<file path="config.mk">
export PLATFORM = sky130hd
export DESIGN_NAME = commit_fifo
export DESIGN_NICKNAME = d
export VERILOG_FILES = /design/src/rtl/commit_chk_pkg.sv /design/src/rtl/commit_fifo.sv
export SDC_FILE = /design/constraint.sdc
export NUM_CORES = 1
export LEC_CHECK = 0
export ABC_CLOCK_PERIOD_IN_PS = 5600
export CAP_MARGIN = 20
export CORE_ASPECT_RATIO = 1.1
export CORE_MARGIN = 2
export CORE_UTILIZATION = 35
export DETAILED_ROUTE_END_ITERATION = 7
export PLACE_DENSITY = 0.51
export RECOVER_POWER = 50
export SLEW_MARGIN = 20
export SYNTH_ARGS = -nofsm -noshare
export SYNTH_HDL_FRONTEND = slang
export SYNTH_SLANG_ARGS = --single-unit
</file>
<file path="constraint.sdc">
create_clock -name clk -period 5.6 [get_ports clk]
set_input_delay 1.12 -clock clk [delete_from_list [all_inputs] [get_ports clk]]
set_output_delay 1.12 -clock clk [all_outputs]
set_load 0.02 [all_outputs]
</file>
<file path="src/rtl/commit_chk_pkg.sv">
// Shared types and constants for the lockstep commit trace checker.
package commit_chk_pkg;

    localparam int unsigned RD_W      = 5;
    localparam int unsigned MSK_W     = 4;
    localparam int unsigned MSK_PC    = 0;
    localparam int unsigned MSK_WE    = 1;
    localparam int unsigned MSK_RD    = 2;
    localparam int unsigned MSK_WDATA = 3;

    typedef enum logic [1:0] {
        IDLE,
        RUN,
        DONE,
        TIMEOUT
    } state_e;

endpackage

</file>
<file path="src/rtl/commit_fifo.sv">
// Synchronous FIFO for retired DUT commits; a pop frees its slot for a same-cycle push.
module commit_fifo
    import commit_chk_pkg::*;
#(
    parameter int unsigned DEPTH = 8,
    parameter int unsigned W     = 32
) (
    input  logic         clk,
    input  logic         reset_n,
    input  logic         clr,
    input  logic         push,
    input  logic         pop,
    input  logic [W-1:0] wdata,
    output logic [W-1:0] rdata,
    output logic         full,
    output logic         empty
);

    localparam int unsigned AW = $clog2(DEPTH);

    logic [W-1:0] mem [DEPTH];
    logic [AW:0]  wr_ptr;
    logic [AW:0]  rd_ptr;
    logic         do_push;
    logic         do_pop;

    assign empty   = (wr_ptr == rd_ptr);
    assign full    = (wr_ptr[AW] != rd_ptr[AW]) && (wr_ptr[AW-1:0] == rd_ptr[AW-1:0]);
    assign do_pop  = pop & ~empty;
    assign do_push = push & (~full | do_pop);
    assign rdata   = mem[rd_ptr[AW-1:0]];

    always_ff @(posedge clk or negedge reset_n) begin
        if (!reset_n) begin
            wr_ptr <= '0;
            rd_ptr <= '0;
        end else if (clr) begin
            wr_ptr <= '0;
            rd_ptr <= '0;
        end else begin
            if (do_push) wr_ptr <= wr_ptr + 1'b1;
            if (do_pop)  rd_ptr <= rd_ptr + 1'b1;
        end
    end

    // Storage carries no reset; occupancy is defined by the pointers alone.
    always_ff @(posedge clk) begin
        if (do_push) mem[wr_ptr[AW-1:0]] <= wdata;
    end

endmodule

</file>
[Word-level counts from Yosys, hierarchy flattened]
Memory sizes are Yosys's and may differ from the RTL's.
Cells that the tools add are included.
Storage, ports and cells
  flip-flop bits (word level): 8
  bits in writable memories: 256
  bits of input ports: 37
  output and inout bits: 34
  word-level logic and storage cells: 22
  memories kept: 1
Memories
  mem: depth 8, bits a word 32, rd ports 1, clocked after memory_dff 0, write ports 1, line commit_fifo.sv:21  | logic [W-1:0] mem [DEPTH];
Cells by class
  add/sub/neg operators: 2
  equality and inequality tests: 3
  multiplexer cells: 6
  bitwise gates (word level): 5
  reductions and logical operators: 3
Operators by type and width (count)
  4-bit 2-to-1 mux: 4
  4-bit by 1-bit adder with 4-bit output (second input constant): 2
  4-bit == test: 1
  2-bit nonzero test: 2
  3-bit == test: 1
  1-bit bitwise AND: 2
  1-bit 2-to-1 mux: 2
  1-bit NOT: 2
  1-bit logical AND: 1
  1-bit inequality test: 1
  1-bit bitwise OR: 1

[Depth between registers and ports, before layout]
Gate-level depths: netlist of run 1.
  depth after elaboration: 7
  depth in mapped cells: 6
  gate-level depth less buffers: 4

[Worst setup path after synthesis of run 1]
Ideal clock, no wire load.
  path type: input port to flip-flop
  from: input pop
  to: memory mem[0][0], enable pin
  library setup time: 0.501 ns
  arrival time: 4.495 ns
  data required time: 5.099 ns
  path slack: 0.604 ns
  stages: 4
  buffers on the path: 1
  path through: or4_4 -> buf_6 -> o21ai_2 -> nor4_1
Between the ends
  longest elaborated chain between the ends: 5
Ends and longest elaborated chain
  start: declaration: line commit_fifo.sv:12  | input logic pop,
  1-bit bitwise AND: line commit_fifo.sv:29  | assign do_pop = pop & ~empty;
  1-bit bitwise OR: line commit_fifo.sv:30  | assign do_push = push & (~full | do_pop);
  1-bit bitwise AND: line commit_fifo.sv:30
  1-bit 2-to-1 mux: line commit_fifo.sv:48  | if (do_push) mem[wr_ptr[AW-1:0]] <= wdata;
  1-bit 2-to-1 mux (not written as such): line commit_fifo.sv:48
  end: declaration: line commit_fifo.sv:21
Every way passes these cells.

[Worst setup path after layout of run 1]
  from: register rd_ptr[0]
  to: output rdata[15]
Between the ends
  longest elaborated chain between the ends: 1
Ends and longest elaborated chain
  start: declaration: line commit_fifo.sv:23  | logic [AW:0] rd_ptr;
  start signal: assignment: line commit_fifo.sv:42  | if (do_pop) rd_ptr <= rd_ptr + 1'b1;
  memory read 8 x 32 bit
  end: declaration: line commit_fifo.sv:14  | output logic [W-1:0] rdata,
Every way passes these cells.

==> results_dict.tcl, run 1 <==
set metrics [dict create \
    cp-end-kind "output port" \
    rsz0062_at_grt "false" \
    overflow 0 \
    cpPeakStageDelay_ns 0.91 \
    drc_errors 0 \
    yosysTopAreaCellShare 0.754 \
    p_clk_frac 0.379 \
    cp_num_buf_inv 2 \
    first_pass_iters 4 \
    gp_congestion 0.676 \
    drt-wirelength-per-cell_microns 22.3 \
    drtIter0Drc 349 \
    p_int_uw 3720 \
    syn2layout_area_growth_pct 20.5 \
    max_cap_viol_count 0 \
    crit_family "buffers and inverters" \
    root_buffer "clkbuf_16" \
    layout.area.seq_sq_um 7900 \
    crit_type "flop to output port" \
    synth-edff-count 256 \
    cts_tree "yes" \
    nets 567 \
    cp_slowest_cell "dfrtp_4" \
    worstPathMaxFanout 36 \
    required_ns 4.48 \
    reg2reg_slack_ns 2.30 \
    multi_input_area_sq_um 2210 \
    period_minus_slack_ns 4.36 \
    coreArea_sq_um 28700 \
    fin_ws_ns 1.24 \
    seq_area_frac_synth 0.774 \
    fillCellCount 2424 \
    dpl.cell_count 868 \
    avgViaCountPerCell 5.01 \
    drtAntennaViolNets 0 \
    syn_area_sq_um 10200 \
    relSlewSlack 0.225 \
    grt_pass1_vias 5029 \
    ctsHoldBuffers 0 \
    antenna_found_initial 1 \
    cts-resized-gates 0 \
    fp.dieArea_sq_um 30500 \
    fp-row-count 65 \
    grt_use_total 0.137 \
    clk_pin_slew_ns 0.06 \
    p_sw_uw 1050 \
    synthFlopType "edfxtp_1" \
    clock_latency_ns 0.52 \
    start_util 0.355 \
    finalHoldViolations 0 \
    grt_pass1_wl_microns 31500 \
    die_h_microns 183 \
    syn_nets 481 \
    fin_area_sq_um 12300 \
    clockBufferDepth 3 \
    yosys.cell_types.count 33 \
    hpwl_microns 11200 \
    drv_slew 0 \
    final.setup_skew_ns 0.0174 \
    yosys.area.top_type "edfxtp_1" \
    grt_max_degree 51 \
    cts_setup_buffers 0 \
    place_area_sq_um 11400 \
    synth-async-reset-ratio 0.0303 \
    fmax_mhz 229 \
    synth_seq_cells 264 \
    tightestPinTransition_ns 1.16 \
    path_cells "buf_12, mux4_2, mux2_2, clkdlybuf4s50_1" \
    whs_ns 0.620 \
    hold_class "flop to flop" \
    cts_htree_levels 1 \
    syn_area_per_cell_sq_um 23.1 \
    seqPwrFrac 0.481 \
    power.density_nw_per_um2 389 \
    startpoint_type "flop" \
    synth_area_leaders "edfxtp_1 75%, mux4_2 14%, mux2_2 3.6%, dfrtp_1 2.0%, clkbuf_1 0.52%" \
    status "finished clean" \
    num_antenna_cells 0 \
    post-route-period-util 0.779 \
    drive_above_1_share 0.294 \
    switching_share 0.221 \
    vias 4580 \
    power_frac_comb 0.141 \
    floorplan.io_pins 71 \
    setup_viol 0 \
    final_cells 915 \
    preCtsSetupSlack_ns 1.71 \
    fp.dieW_microns 167 \
    io_buffers 70 \
    irDropWorstVdd_uv 222 \
    synth_warnings 0 \
    fin_tns_setup_ns 0 \
    leakagePower_uw 0.00383 \
    cts_buffers 26 \
    wl_microns 20400 \
    postSynthCellCount 442 \
    arrival_ns 3.24 \
    cts_sinks 264 \
]
tightest hold or removal path: cells and delay by family, from the launching register on:
kind | cells | cell delay [ns]
AOI/OAI and AO/OA | 2 | 0.15
DFF | 1 | 0.42
synth_stat cells (3+ instances only):
cell,n
xor2_1,5
edfxtp_1,256
mux2_2,33
o21ai_0,3
nor3_1,5
nand2b_1,3
a21oi_1,3
or3_1,3
nor2_1,10
dfrtp_1,8
clkbuf_1,14
mux4_2,64
nand2_1,3
buf_2,10
worst paths after layout:
kind                                             from                    end  depth (start not counted)
worst max register to register  rd_ptr[1]$_DFFE_PN0P_   mem[7][15]$_DFFE_PP_                          3
worst min-delay path            rd_ptr[3]$_DFFE_PN0P_  rd_ptr[3]$_DFFE_PN0P_                          2
max in group asynchronous                     reset_n  rd_ptr[1]$_DFFE_PN0P_                          1
worst max-delay path            rd_ptr[0]$_DFFE_PN0P_              rdata[15]                          4
worst min register to register  rd_ptr[3]$_DFFE_PN0P_  rd_ptr[3]$_DFFE_PN0P_                          2
min in group asynchronous                     reset_n  rd_ptr[0]$_DFFE_PN0P_                          1
final cells by class:
class	instances	area share
Clock buffer	35	0.0583
Timing Repair Buffer	83	0.0660
Tap cell	368	0.0375
Sequential cell	264	0.643
Clock inverter	12	0.0150
Multi-Input combinational cell	152	0.180
Inverter	1	0.000306
placed cells by master (no fill, tap or decap), drive strengths merged, types with 4 or more instances in the layout:
master and instances:
buf 13, bufinv 5, clkbuf 35, clkdlybuf4s50 37, clkinv 7, dfrtp 8, dlygate4sd3 33, edfxtp 256
mux2 35, mux4 64, nor2 10, nor3 5, o21ai 4, xor2 5
state kept, by name (all words and copies together) (netlist names):
signal,flops
rd_ptr,4
wr_ptr,4
mem,256
routing by layer:
metal | track usage | wire length, microns | up-vias
met5 | 0 | 0 | -
met4 | 0.0366 | 378 | 0
met3 | 0.0196 | 586 | 29
met2 | 0.226 | 10200 | 94
met1 | 0.193 | 9240 | 2435
li1 | - | - | 2022
power groups by stage:
| stage | clock network [uW] | logic [uW] | registers (uW) |
|---|---|---|---|
| after floorplan | 0 | 485 | 2270 |
| after CTS | 1850 | 693 | 2300 |
| after detailed placement | 0 | 689 | 2340 |
| after global placement | 0 | 686 | 2340 |
| final | 1810 | 672 | 2300 |
| after global routing | 1930 | 720 | 2310 |
per-stage QoR:
stage           util  total power [uW]
6_report       0.428              4780
5_1_grt        0.428              4960
4_1_cts        0.428              4850
3_5_place_dp   0.397              3030
3_3_place_gp   0.397              3030
2_1_floorplan      -              2760
logic make-up after synthesis:
family	Yosys count	share of synthesized area
AO/OA/AOI/OAI	12	0.00896
XOR/XNOR	6	0.00516
adder cells (fa/ha/maj)	2	0.00246
buffers and inverters	26	0.0115
flip-flops	264	0.774
multiplexers	100	0.181
AND/OR/NAND/NOR	32	0.0163
No activity file was read; power rests on OpenSTA's default activity.
==> run 2: changes to the inputs <==
Settings changed: ABC_CLOCK_PERIOD_IN_PS 5600 to 4000, PLACE_DENSITY 0.51 to 0.53.
Clock period 5.6 ns to 4 ns, I/O delays scaled along.
==> results_dict.tcl, run 2 (synthesis gave the netlist of run 1 again) <==
set metrics [dict create \
    routed-wl-met3_microns 662 \
    drc_errors 0 \
    crit_type "flop to output port" \
    cp-end-kind "output port" \
    crit_family "buffers and inverters" \
    drtIter0Drc 374 \
    worstPathMaxFanout 21 \
    root_buffer "clkbuf_16" \
    drtAntennaViolNets 0 \
    num_antenna_cells 0 \
    antenna_found_initial 0 \
    gp_congestion 0.677 \
    grt_max_degree 36 \
    timing.rr.start "rd_ptr[0]$_DFFE_PN0P_" \
    io_buffers 70 \
    arrival_ns 2.94 \
    grt_pass1_wl_microns 31300 \
    reg2reg_depth 4 \
    fp.dieArea_sq_um 30500 \
    dpl.cell_count 871 \
    drv_slew 34 \
    cts-resized-gates 0 \
    hold_class "flop to flop" \
    grt_use_total 0.136 \
    period_minus_slack_ns 3.74 \
    rsz0062_at_grt "false" \
    final.setup_skew_ns 0.0127 \
    cp.depth 4 \
    hpwl_microns 11400 \
    reg2reg_slack_ns 0.63 \
    power.density_nw_per_um2 542 \
    setup_viol 0 \
    final_cells 919 \
    syn2layout_area_growth_pct 21.1 \
    drive_above_1_share 0.307 \
    leakagePower_uw 0.00386 \
    cp-startpoint "rd_ptr[0]$_DFFE_PN0P_" \
    fp.dieW_microns 167 \
    whs_ns 0.609 \
    fin_tns_setup_ns 0 \
    irDropWorstVdd_uv 237 \
    clock_latency_ns 0.52 \
    endpoint "rdata[22]" \
    status "finished, violations left" \
    start_util 0.355 \
    die_h_microns 183 \
    nets 571 \
    clk_pin_slew_ns 0.06 \
    cts_htree_levels 1 \
    top_layer "met4" \
    vias 4625 \
    r2r_end "wr_ptr[3]$_DFFE_PN0P_" \
    clockBufferDepth 3 \
    ctsHoldBuffers 0 \
    final_common_cell "edfxtp_1" \
    largest_reg_flops 256 \
    avgViaCountPerCell 5.03 \
    post-route-period-util 0.935 \
    wl_met2_microns 10200 \
    cpPeakStageDelay_ns 0.72 \
    fp-row-count 65 \
    fmax_mhz 267 \
    final_cell_mix "256 x edfxtp_1, 64 x mux4_2, 37 x clkdlybuf4s50_1" \
    grt_pass1_vias 5058 \
    drt-wirelength-per-cell_microns 22.1 \
    cp_slowest_cell "dfrtp_4" \
    fillCellCount 2453 \
    startpoint_type "flop" \
    cts_buffers 27 \
    relSlewSlack -0.361 \
    cp_num_buf_inv 2 \
    overflow 0 \
    wl_met1_microns 9070 \
    tightestPinTransition_ns 2.04 \
    path_cells "buf_4, mux4_2, mux2_2, clkdlybuf4s50_1" \
    required_ns 3.20 \
    wl_microns 20300 \
    coreArea_sq_um 28700 \
    first_pass_iters 4 \
    cts_tree "yes" \
    violations "max-capacitance violations, max-slew violations" \
    floorplan.io_pins 71 \
    finalHoldViolations 0 \
    max_cap_viol_count 1 \
    cts_setup_buffers 0 \
    cts_sinks 264 \
]
==> run 2: changes by cell type in the layout (fill, tap and decap cells not counted), moves of 2 or more <==
cell and change:
buf_12 +2, bufinv_16 -2, clkbuf_1 -6, clkbuf_8 +4, clkinv_1 +3
==> run 2: how the worst min path moves through the flow <==
stage,start,endpoint,slack [ns],cells after the start
floorplan,reset_n,rd_ptr[0]$_DFFE_PN0P_,0.50,0
global route,rd_ptr[3]$_DFFE_PN0P_,rd_ptr[3]$_DFFE_PN0P_,0.63,2
detailed placement,rd_ptr[3]$_DFFE_PN0P_,rd_ptr[3]$_DFFE_PN0P_,0.61,2
CTS,reset_n,rd_ptr[3]$_DFFE_PN0P_,0.58,1
finish,rd_ptr[3]$_DFFE_PN0P_,rd_ptr[3]$_DFFE_PN0P_,0.61,2
global placement,rd_ptr[3]$_DFFE_PN0P_,rd_ptr[3]$_DFFE_PN0P_,0.59,2
==> run 2: metal layers <==
metal,up-vias,global-route usage
li1,2027,-
met1,2485,0.184
met2,85,0.232
met3,28,0.0194
met4,0,0.0383
met5,-,0
==> run 2: final cells by class <==
class / count / area (sq um) / share of cell area
clock inverter: 15 / 151 / 0.0123
timing repair buffer: 86 / 858 / 0.0695
multi-input combinational: 152 / 2220 / 0.180
clock buffer: 33 / 748 / 0.0606
inverter: 1 / 3.75 / 0.000304
tap: 368 / 460 / 0.0373
sequential: 264 / 7900 / 0.640
==> run 2: power by group <==
part	leakage, uW	switching (uW)	internal, uW	total [uW]
combinational	0.000984	459	550	1010
sequential	0.00243	68.3	3110	3180
clock	0.000446	984	1510	2500
total	0.00386	1510	5170	6680
==> run 2: per-stage QoR <==
stage / worst slack [ns] / util / power, uW / instance area [sq um]
final: 0.258 / 0.430 / 6680 / 12300
after floorplan: 0.0782 / - / 3860 / 10200
after global placement: 0.708 / 0.399 / 4270 / 11500
after global routing: 0.102 / 0.430 / 6950 / 12300
after CTS: 0.195 / 0.431 / 6790 / 12400
after detailed placement: 0.669 / 0.399 / 4280 / 11500
==> run 2: worst min-delay path: stages, from the launching register on <==
cell     delay, ns
dfrtp_1       0.42
o21ai_0       0.09
a21oi_1       0.06
==> run 3: changes to the inputs <==
Settings changed: CORE_ASPECT_RATIO 1.1 to unset.
==> results_dict.tcl, run 3 (synthesis gave the netlist of run 1 again) <==
set metrics [dict create \
    top_layer "met5" \
    r2r_end "mem[1][27]$_DFFE_PP_" \
    gp_congestion 0.687 \
    ctsHoldBuffers 0 \
    tightestPinTransition_ns 1.06 \
    io_buffers 70 \
    crit_family "buffers and inverters" \
    avgViaCountPerCell 4.92 \
    fillCellCount 2517 \
    drv_slew 0 \
    cts-resized-gates 0 \
    period_minus_slack_ns 3.62 \
    largest_reg_flops 256 \
    final_cell_mix "256 x edfxtp_1, 64 x mux4_2, 37 x clkdlybuf4s50_1" \
    timing.rr.start "wr_ptr[2]$_DFFE_PN0P_" \
    whs_ns 0.626 \
    setup_viol 0 \
    drt-wirelength-per-cell_microns 21.5 \
    relSlewSlack 0.284 \
    reg2reg_slack_ns 0.80 \
    antenna_found_initial 3 \
    fp.dieW_microns 175 \
    routed-wl-met3_microns 731 \
    fin_tns_setup_ns 0 \
    first_pass_iters 4 \
    cts_htree_levels 1 \
    wl_met1_microns 8920 \
    grt_pass1_wl_microns 31400 \
    grt_max_degree 45 \
    status "finished clean" \
    cts_buffers 29 \
    cts_tree "yes" \
    cpPeakStageDelay_ns 0.57 \
    grt_use_total 0.136 \
    finalHoldViolations 0 \
    grt_pass1_vias 5096 \
    drc_errors 0 \
    wl_met2_microns 10200 \
    rsz0062_at_grt "false" \
    cts_setup_buffers 0 \
    leakagePower_uw 0.00381 \
    worstPathMaxFanout 23 \
    drtAntennaViolNets 0 \
    cp_num_buf_inv 2 \
    endpoint "rdata[5]" \
    fp.dieArea_sq_um 30500 \
    irDropWorstVdd_uv 335 \
    root_buffer "clkbuf_16" \
    hpwl_microns 11500 \
    max_cap_viol_count 0 \
    cts_sinks 264 \
    final.setup_skew_ns 0.00806 \
    nets 574 \
    cp-startpoint "rd_ptr[0]$_DFFE_PN0P_" \
    fmax_mhz 276 \
    reg2reg_depth 5 \
    cp_slowest_cell "mux4_2" \
    post-route-period-util 0.905 \
    hp-start "rd_ptr[3]$_DFFE_PN0P_" \
    hold_class "flop to flop" \
    vias 4612 \
    required_ns 3.20 \
    cp-end-kind "output port" \
    floorplan.io_pins 71 \
    power.density_nw_per_um2 529 \
    startpoint_type "flop" \
    final_common_cell "edfxtp_1" \
    crit_type "flop to output port" \
    die_h_microns 175 \
    fp-row-count 62 \
    overflow 0 \
    cp.depth 4 \
    clock_latency_ns 0.53 \
    syn2layout_area_growth_pct 20.3 \
    drive_above_1_share 0.291 \
    drtIter0Drc 402 \
    arrival_ns 2.82 \
    clockBufferDepth 3 \
    clk_pin_slew_ns 0.06 \
    coreArea_sq_um 28700 \
    path_cells "buf_4, mux4_2, mux2_2, clkdlybuf4s50_1" \
    wl_microns 20200 \
    start_util 0.355 \
]
-- run 3: stage by stage --
stage	cells	util	total power [uW]	setup slack (ns)	instance area, sq um
CTS	937	0.428	6600	0.279	12300
detailed placement	888	0.400	4270	0.654	11500
floorplan	442	-	3860	0.0782	10200
global placement	888	0.400	4250	0.653	11500
global route	938	0.427	6750	0.234	12300
finish	938	0.427	6490	0.378	12300
-- run 3: worst reg2reg max path: cells and delay by family (launching register included) --
kind	cells	cell delay (ns)
AO/OA/AOI/OAI	1	0.35
XOR/XNOR	1	0.27
buffers and inverters	1	0.51
flip-flops	1	0.59
AND/OR/NAND/NOR	2	1.12
-- run 3: how the worst min path moves through the flow --
stage	depth (start not counted)	slack [ns]	to
final	2	0.63	rd_ptr[3]$_DFFE_PN0P_
after global routing	1	0.66	rd_ptr[1]$_DFFE_PN0P_
after CTS	1	0.56	wr_ptr[0]$_DFFE_PN0P_
after detailed placement	2	0.62	rd_ptr[3]$_DFFE_PN0P_
after global placement	2	0.58	rd_ptr[3]$_DFFE_PN0P_
after floorplan	0	0.50	rd_ptr[0]$_DFFE_PN0P_
-- run 3: power by group --
group          internal, uW  total, uW  switching, uW  leakage (uW)
clock network          1320       2320           1000      0.000409
registers              3110       3150           38.1       0.00243
logic                   536       1020            481      0.000976
-- run 3: layer usage --
layer,vias up,GRT usage
met5,-,0
met4,2,0.0340
met3,30,0.0242
met2,88,0.232
met1,2448,0.182
li1,2044,-
-- run 3: area by class of cell --
| class | instances | area [sq um] | area share |
|---|---|---|---|
| sequential | 264 | 7900 | 0.644 |
| multi-input combinational | 152 | 2210 | 0.180 |
| timing repair buffer | 87 | 846 | 0.0690 |
| clock buffer | 35 | 748 | 0.0610 |
| tap | 384 | 480 | 0.0392 |
| clock inverter | 14 | 75.1 | 0.00612 |
| inverter | 1 | 3.75 | 0.000306 |
| antenna | 1 | 2.50 | 0.000204 |
==> RTL change 1, RTL diff (flow settings as in run 1) <==
Set the parameter `W` to 40 (it was 32).
--- a/src/rtl/commit_fifo.sv
+++ b/src/rtl/commit_fifo.sv
@@ -3,7 +3,7 @@
     import commit_chk_pkg::*;
 #(
     parameter int unsigned DEPTH = 8,
-    parameter int unsigned W     = 32
+    parameter int unsigned W     = 40
 ) (
     input  logic         clk,
     input  logic         reset_n,
Ports: changed (resized rdata and wdata); port bits go from 71 to 87. No check against the original RTL was run, so the function may have changed too.
==> RTL change 1 against run 1 <==
Power is 25% higher. Critical path type unchanged. Wire length is 31% higher. Via count is 24% higher. Critical endpoint is now rdata[31]. Worst setup slack better by 0.038 ns. Synthesized area is 23% higher. Clock skew is 0.0060 ns lower. Sequential cell count is 64 higher. Clock power is 26% higher. Core utilization is 0.31 points higher. Cell area is 24% higher.
==> RTL change 1: results (changes against run 1) <==
The number of buffers inserted during clock tree synthesis came out at 36 (+38%). The number of inserted filler cells in the final layout is 3,064 (+26%). The fraction of the yosys area taken by sequential cells was 78.02% (+0.61 points).

The via density per instance is 4.945 (-1.2%). The level count of the clock H-tree is 2 (+1). The cell count of the worst reg-to-reg path is 6 (+3). The distinct cell type count of the synthesized netlist is 34 (+3.0%). Sorting the synthesized cells by how often they occur yields 320 x sky130_fd_sc_hd__edfxtp_1, 80 x sky130_fd_sc_hd__mux4_2, 41 x sky130_fd_sc_hd__mux2_2, 14 x sky130_fd_sc_hd__clkbuf_1.

The half-perimeter wire length of the detailed placement result is 14,650 µm (+31%). The post-synth net total is 580 (+21%). The pre-CTS setup slack came out at 1.750 ns (+0.03758 ns).

The count of flip-flops with a built-in enable after synthesis is 320 (+25%). The met2 routing resource usage after global routing is 25.05% (+2.4 points). The fraction of layout cells with a size suffix above 1 is 29.40% (-0.030 points). The flip-flop count of the largest register after layout came out at 320 (+25%).

The endpoint identified for the worst register-to-register timing path is mem[1][27]. The peak supply drop is 0.0002096 V (-5.7%). The met3 wirelength from detailed routing is 1127 µm (+92%). The number of design-rule violations left by the first detailed-router iteration is 325 (-6.9%). The internal reg-to-reg setup slack is 1.74 ns (-0.56 ns). The number of antenna violations at the first check in global routing was 4 (+3). The peak fanout along the critical path is 40 (+11%). The data arrival time at the worst-slack endpoint was 3.21 ns (-0.03 ns). The global-route wire length before repair was 39,860 µm (+27%). The total number of nets in the final design came out at 692 (+22%).

The total met2 wirelength after detailed routing is 13,610 µm (+34%). The flow ran to the end, and the final reports show no timing, DRC or antenna violations. The met3 capacity usage during global routing came out at 3.085% (+1.1 points). The worst slew slack as a fraction of its limit came out at 26.97% (+4.5 points). The share of async-settable or async-resettable flops after synthesis came out at 2.439% (-0.59 points). The worst clock skew came out at 0.01133 ns (-0.006031 ns).

Ranked by total cell area, the synthesized netlist is headed by sky130_fd_sc_hd__edfxtp_1 76%, sky130_fd_sc_hd__mux4_2 14%, sky130_fd_sc_hd__mux2_2 3.7%.
==> RTL change 1: cells by family after synthesis <==
| family | Yosys count | synth area share (%) |
|---|---|---|
| mux | 124 | 18.29 |
| compound gates | 12 | 0.7265 |
| flops | 328 | 78.02 |
| fa+ha+maj | 2 | 0.1990 |
| simple gates | 32 | 1.324 |
| xor+xnor | 6 | 0.4179 |
| buf+inv | 29 | 1.025 |
==> RTL change 1: final cells by class <==
class	count	area, µm²	area share (%)
flip-flops and latches	328	9818	64.52
multi-input cells	176	2661	17.49
repair buffers	102	989.7	6.503
clock buffers	39	933.4	6.133
well taps	481	601.8	3.955
clock inverters	24	207.7	1.365
inverters	1	3.754	0.02467
diodes	1	2.502	0.01644
==> RTL change 1: stage by stage <==
stage	instances	hold slack, ns	utilization, %	power, mW	area [µm²]
after detailed placement	1088	0.6008	39.94	3.778	14100
after floorplan	533	0.5695	-	3.420	12580
after global placement	1088	0.5818	39.94	3.766	14100
after global routing	1151	0.6550	43.09	6.216	15220
final	1152	0.6079	43.09	5.973	15220
after CTS	1151	0.6093	43.17	6.078	15240
==> RTL change 1: worst max-delay path by stage <==
stage / slack [ns] / cells after the start / end
floorplan: 0.88 / 4 / mem[1][0]
global placement: 1.73 / 6 / mem[4][18]
detailed placement: 1.75 / 4 / rdata[11]
CTS: 1.19 / 4 / rdata[11]
global route: 1.07 / 4 / rdata[31]
finish: 1.27 / 4 / rdata[31]
==> RTL change 1: power by group <==
| group | switching, mW | leakage [nW] | internal, mW | total, mW |
|---|---|---|---|---|
| clock | 0.902 | 0.570 | 1.38 | 2.28 |
| sequential | 0.0669 | 3.01 | 2.76 | 2.83 |
| combinational | 0.394 | 1.15 | 0.468 | 0.862 |
| total | 1.36 | 4.73 | 4.61 | 5.97 |
==> RTL change 2, RTL diff (config.mk and constraints of run 1) <==
Without the edit above. Make the reset (`reset_n`) synchronous in one clocked block.
--- a/src/rtl/commit_fifo.sv
+++ b/src/rtl/commit_fifo.sv
@@ -30,7 +30,7 @@
     assign do_push = push & (~full | do_pop);
     assign rdata   = mem[rd_ptr[AW-1:0]];
 
-    always_ff @(posedge clk or negedge reset_n) begin
+    always_ff @(posedge clk) begin
         if (!reset_n) begin
             wr_ptr <= '0;
             rd_ptr <= '0;
Behaviour: differs if reset_n is asserted again (counterexample within 4 cycles, from zero or initial values and one cycle with reset_n low); with reset_n held inactive, the same outputs for 4 cycles.
==> RTL change 2 against run 1 <==
Die area increased by 0.83%. Clock skew decreased by 0.0017 ns. Non-clock buffer count is 4 higher. Synthesized area up 0.85%. Worst setup slack gained 0.11 ns. Largest cell class unchanged. Core utilization increased by 0.37 points. The run now ends with design-rule violations left. Cell area grew 1.2%. Global-route usage fell by 0.16 points. Sequential cell count is 3 higher. Wire length about the same. Sequential share of layout area down 0.58 points. Synthesized cell count rose by 0.68%.
Power is not compared: it rests on default switching activity, and its combinational part moved more than twofold at a synthesized area within 25%.
==> RTL change 2: results (changes against run 1) <==
The number of inserted filler cells in the final layout is 2,495 (+2.9%). The category of cells accounting for the largest share of critical-path delay is buffers and inverters. The number of buffers inserted during clock tree synthesis was 28 (+7.7%). The share of async-settable or async-resettable flops after synthesis is 0% (-3.0 points). The maximum number of pins on one net before global-route repair was 65 (+27%). The flip-flop count of the largest register after layout is 256 (unchanged). The total placed instance area is 11,470 µm² (+0.61%). The worst hold path class is reg2reg. Ranked by total cell area, the synthesized netlist is headed by sky130_fd_sc_hd__edfxtp_1 75%, sky130_fd_sc_hd__mux4_2 14%, sky130_fd_sc_hd__mux2_2 3.5%.

The half-perimeter wire length of the detailed placement result is 11,650 µm (+4.1%). The area share of fa/ha/maj cells after synthesis was 0.2435% (-0.0021 points). The total wirelength of the detailed-routed design came out at 20,370 µm (about the same).

The number of detailed-route iterations in the first pass came out at 6 (+2). The via density per instance came to 4.927 (-1.6%). The worst clock skew was 0.01567 ns (-0.001690 ns).

The total of warnings raised by yosys came to 0 (unchanged). The critical path's largest stage delay is 0.81 ns (-0.10 ns). The data arrival time at the worst-slack endpoint is 3.13 ns (-0.11 ns).

The global-route wire length before repair came to 31,110 µm (-1.2%). The post-synth net total is 484 (+0.62%). The number of design-rule violations left by the first detailed-router iteration is 365 (+4.6%). The peak fanout along the critical path came out at 35 (-2.8%).

The routed length on met1 came to 8506 µm (-8.0%). The total met2 wirelength after detailed routing is 10,770 µm (+6.1%). The met3 wirelength from detailed routing is 725 µm (+24%).

The compound-cell area share of the yosys netlist was 1.047% (+0.15 points). The pre-CTS setup slack was 1.808 ns (+0.09508 ns). The number of antenna violations at the first check in global routing came out at 2 (+1). The actual slew at the worst max-slew pin is 1.181 ns (+0.01729 ns).

The fraction of synthesized area in multiplexers came to 17.83% (-0.32 points). sky130_fd_sc_hd__edfxtp_1 is the most common cell in the netlist. The fraction of layout cells with a size suffix above 1 is 29.72% (+0.28 points). The distinct cell type count of the synthesized netlist is 34 (+3.0%). The via count of the first global-routing pass came out at 5,121 (+1.8%). The routability congestion estimate from global placement came out at 0.6749 (-0.18%). The fraction of the yosys area taken by sequential cells is 76.95% (-0.46 points).

The run finished, with violations left. The checks that failed: design-rule violations. The peak supply drop came out at approximately 0.00018 V. The number of standard cells in the final layout excluding fillers was 931 (+1.7%). The average size of a mapped cell was 23.09 µm² (+0.17%). The total number of nets in the final design is 579 (+2.1%). The remaining routing DRC violations came out at 8 (+8). The number of cells after detailed placement is 878 (+1.2%).

The slowest stage of the critical path is the sky130_fd_sc_hd__dfxtp_4 cell. The commonest cells after synthesis are 256 x sky130_fd_sc_hd__edfxtp_1, 64 x sky130_fd_sc_hd__mux4_2, 32 x sky130_fd_sc_hd__mux2_2, 11 x sky130_fd_sc_hd__dfxtp_1, 8 x sky130_fd_sc_hd__buf_6. The aggregate global-route resource usage was 13.55% (-0.16 points). The synthesized-area fraction occupied by xor and xnor cells is 0.8280% (+0.31 points).
-- RTL change 2: cell count changes after synthesis, sizes merged, moves of 2 or more --
| cell | change |
|---|---|
| nand2 | +4 |
| xnor2 | +2 |
| nand4 | +2 |
| inv | +3 |
| dfrtp | -8 |
| nor2 | -4 |
| dfxtp | +11 |
| mux2i | +2 |
| clkbuf | -10 |
| mux2 | -3 |
| buf | +7 |
-- RTL change 2: worst paths after layout --
check,startpoint,end,slack (ns),depth (start not counted)
setup / recovery,register,rdata[3],1.35,4
hold / removal,wr_ptr[3],wr_ptr[3],0.52,2
setup reg to reg,wr_ptr[1],mem[2][29],2.81,5
hold reg to reg,wr_ptr[3],wr_ptr[3],0.52,2
-- RTL change 2: routing by layer --
layer	track usage [%]	up-vias
met1	16.76	2411
met4	3.548	0
met2	24.93	88
li1	-	2056
met3	2.045	32
met5	0	-
-- RTL change 2: tightest hold or removal path, delay by kind of cell (launching register included) --
kind	cells	cell delay [ns]
mux	1	0.06
simple gates	1	0.07
flops	1	0.34
-- RTL change 2: cell families after synthesis --
group | Yosys count
DFF | 267
adders and majority gates | 2
and+or+nand+nor | 29
AOI/OAI and AO/OA | 14
xor gates and xnor gates | 8
buffers and inverters | 26
muxes | 99
-- RTL change 2: report_power, final --
group | total [mW] | internal [mW] | switching [mW]
sequential | 2.22 | 2.21 | 0.0114
clock | 1.93 | 1.20 | 0.723
combinational | 0.182 | 0.0904 | 0.0911
total | 4.33 | 3.51 | 0.826
-- RTL change 2: area by class of cell --
cell class	count	area, µm²	area share [%]
Timing Repair Buffer	87	824.5	6.636
Inverter	4	15.01	0.1208
Sequential cell	267	7916	63.72
Clock buffer	38	779.5	6.274
Antenna cell	1	2.502	0.02014
Tap cell	368	460.4	3.706
Clock inverter	14	201.4	1.621
Multi-Input combinational cell	152	2225	17.91
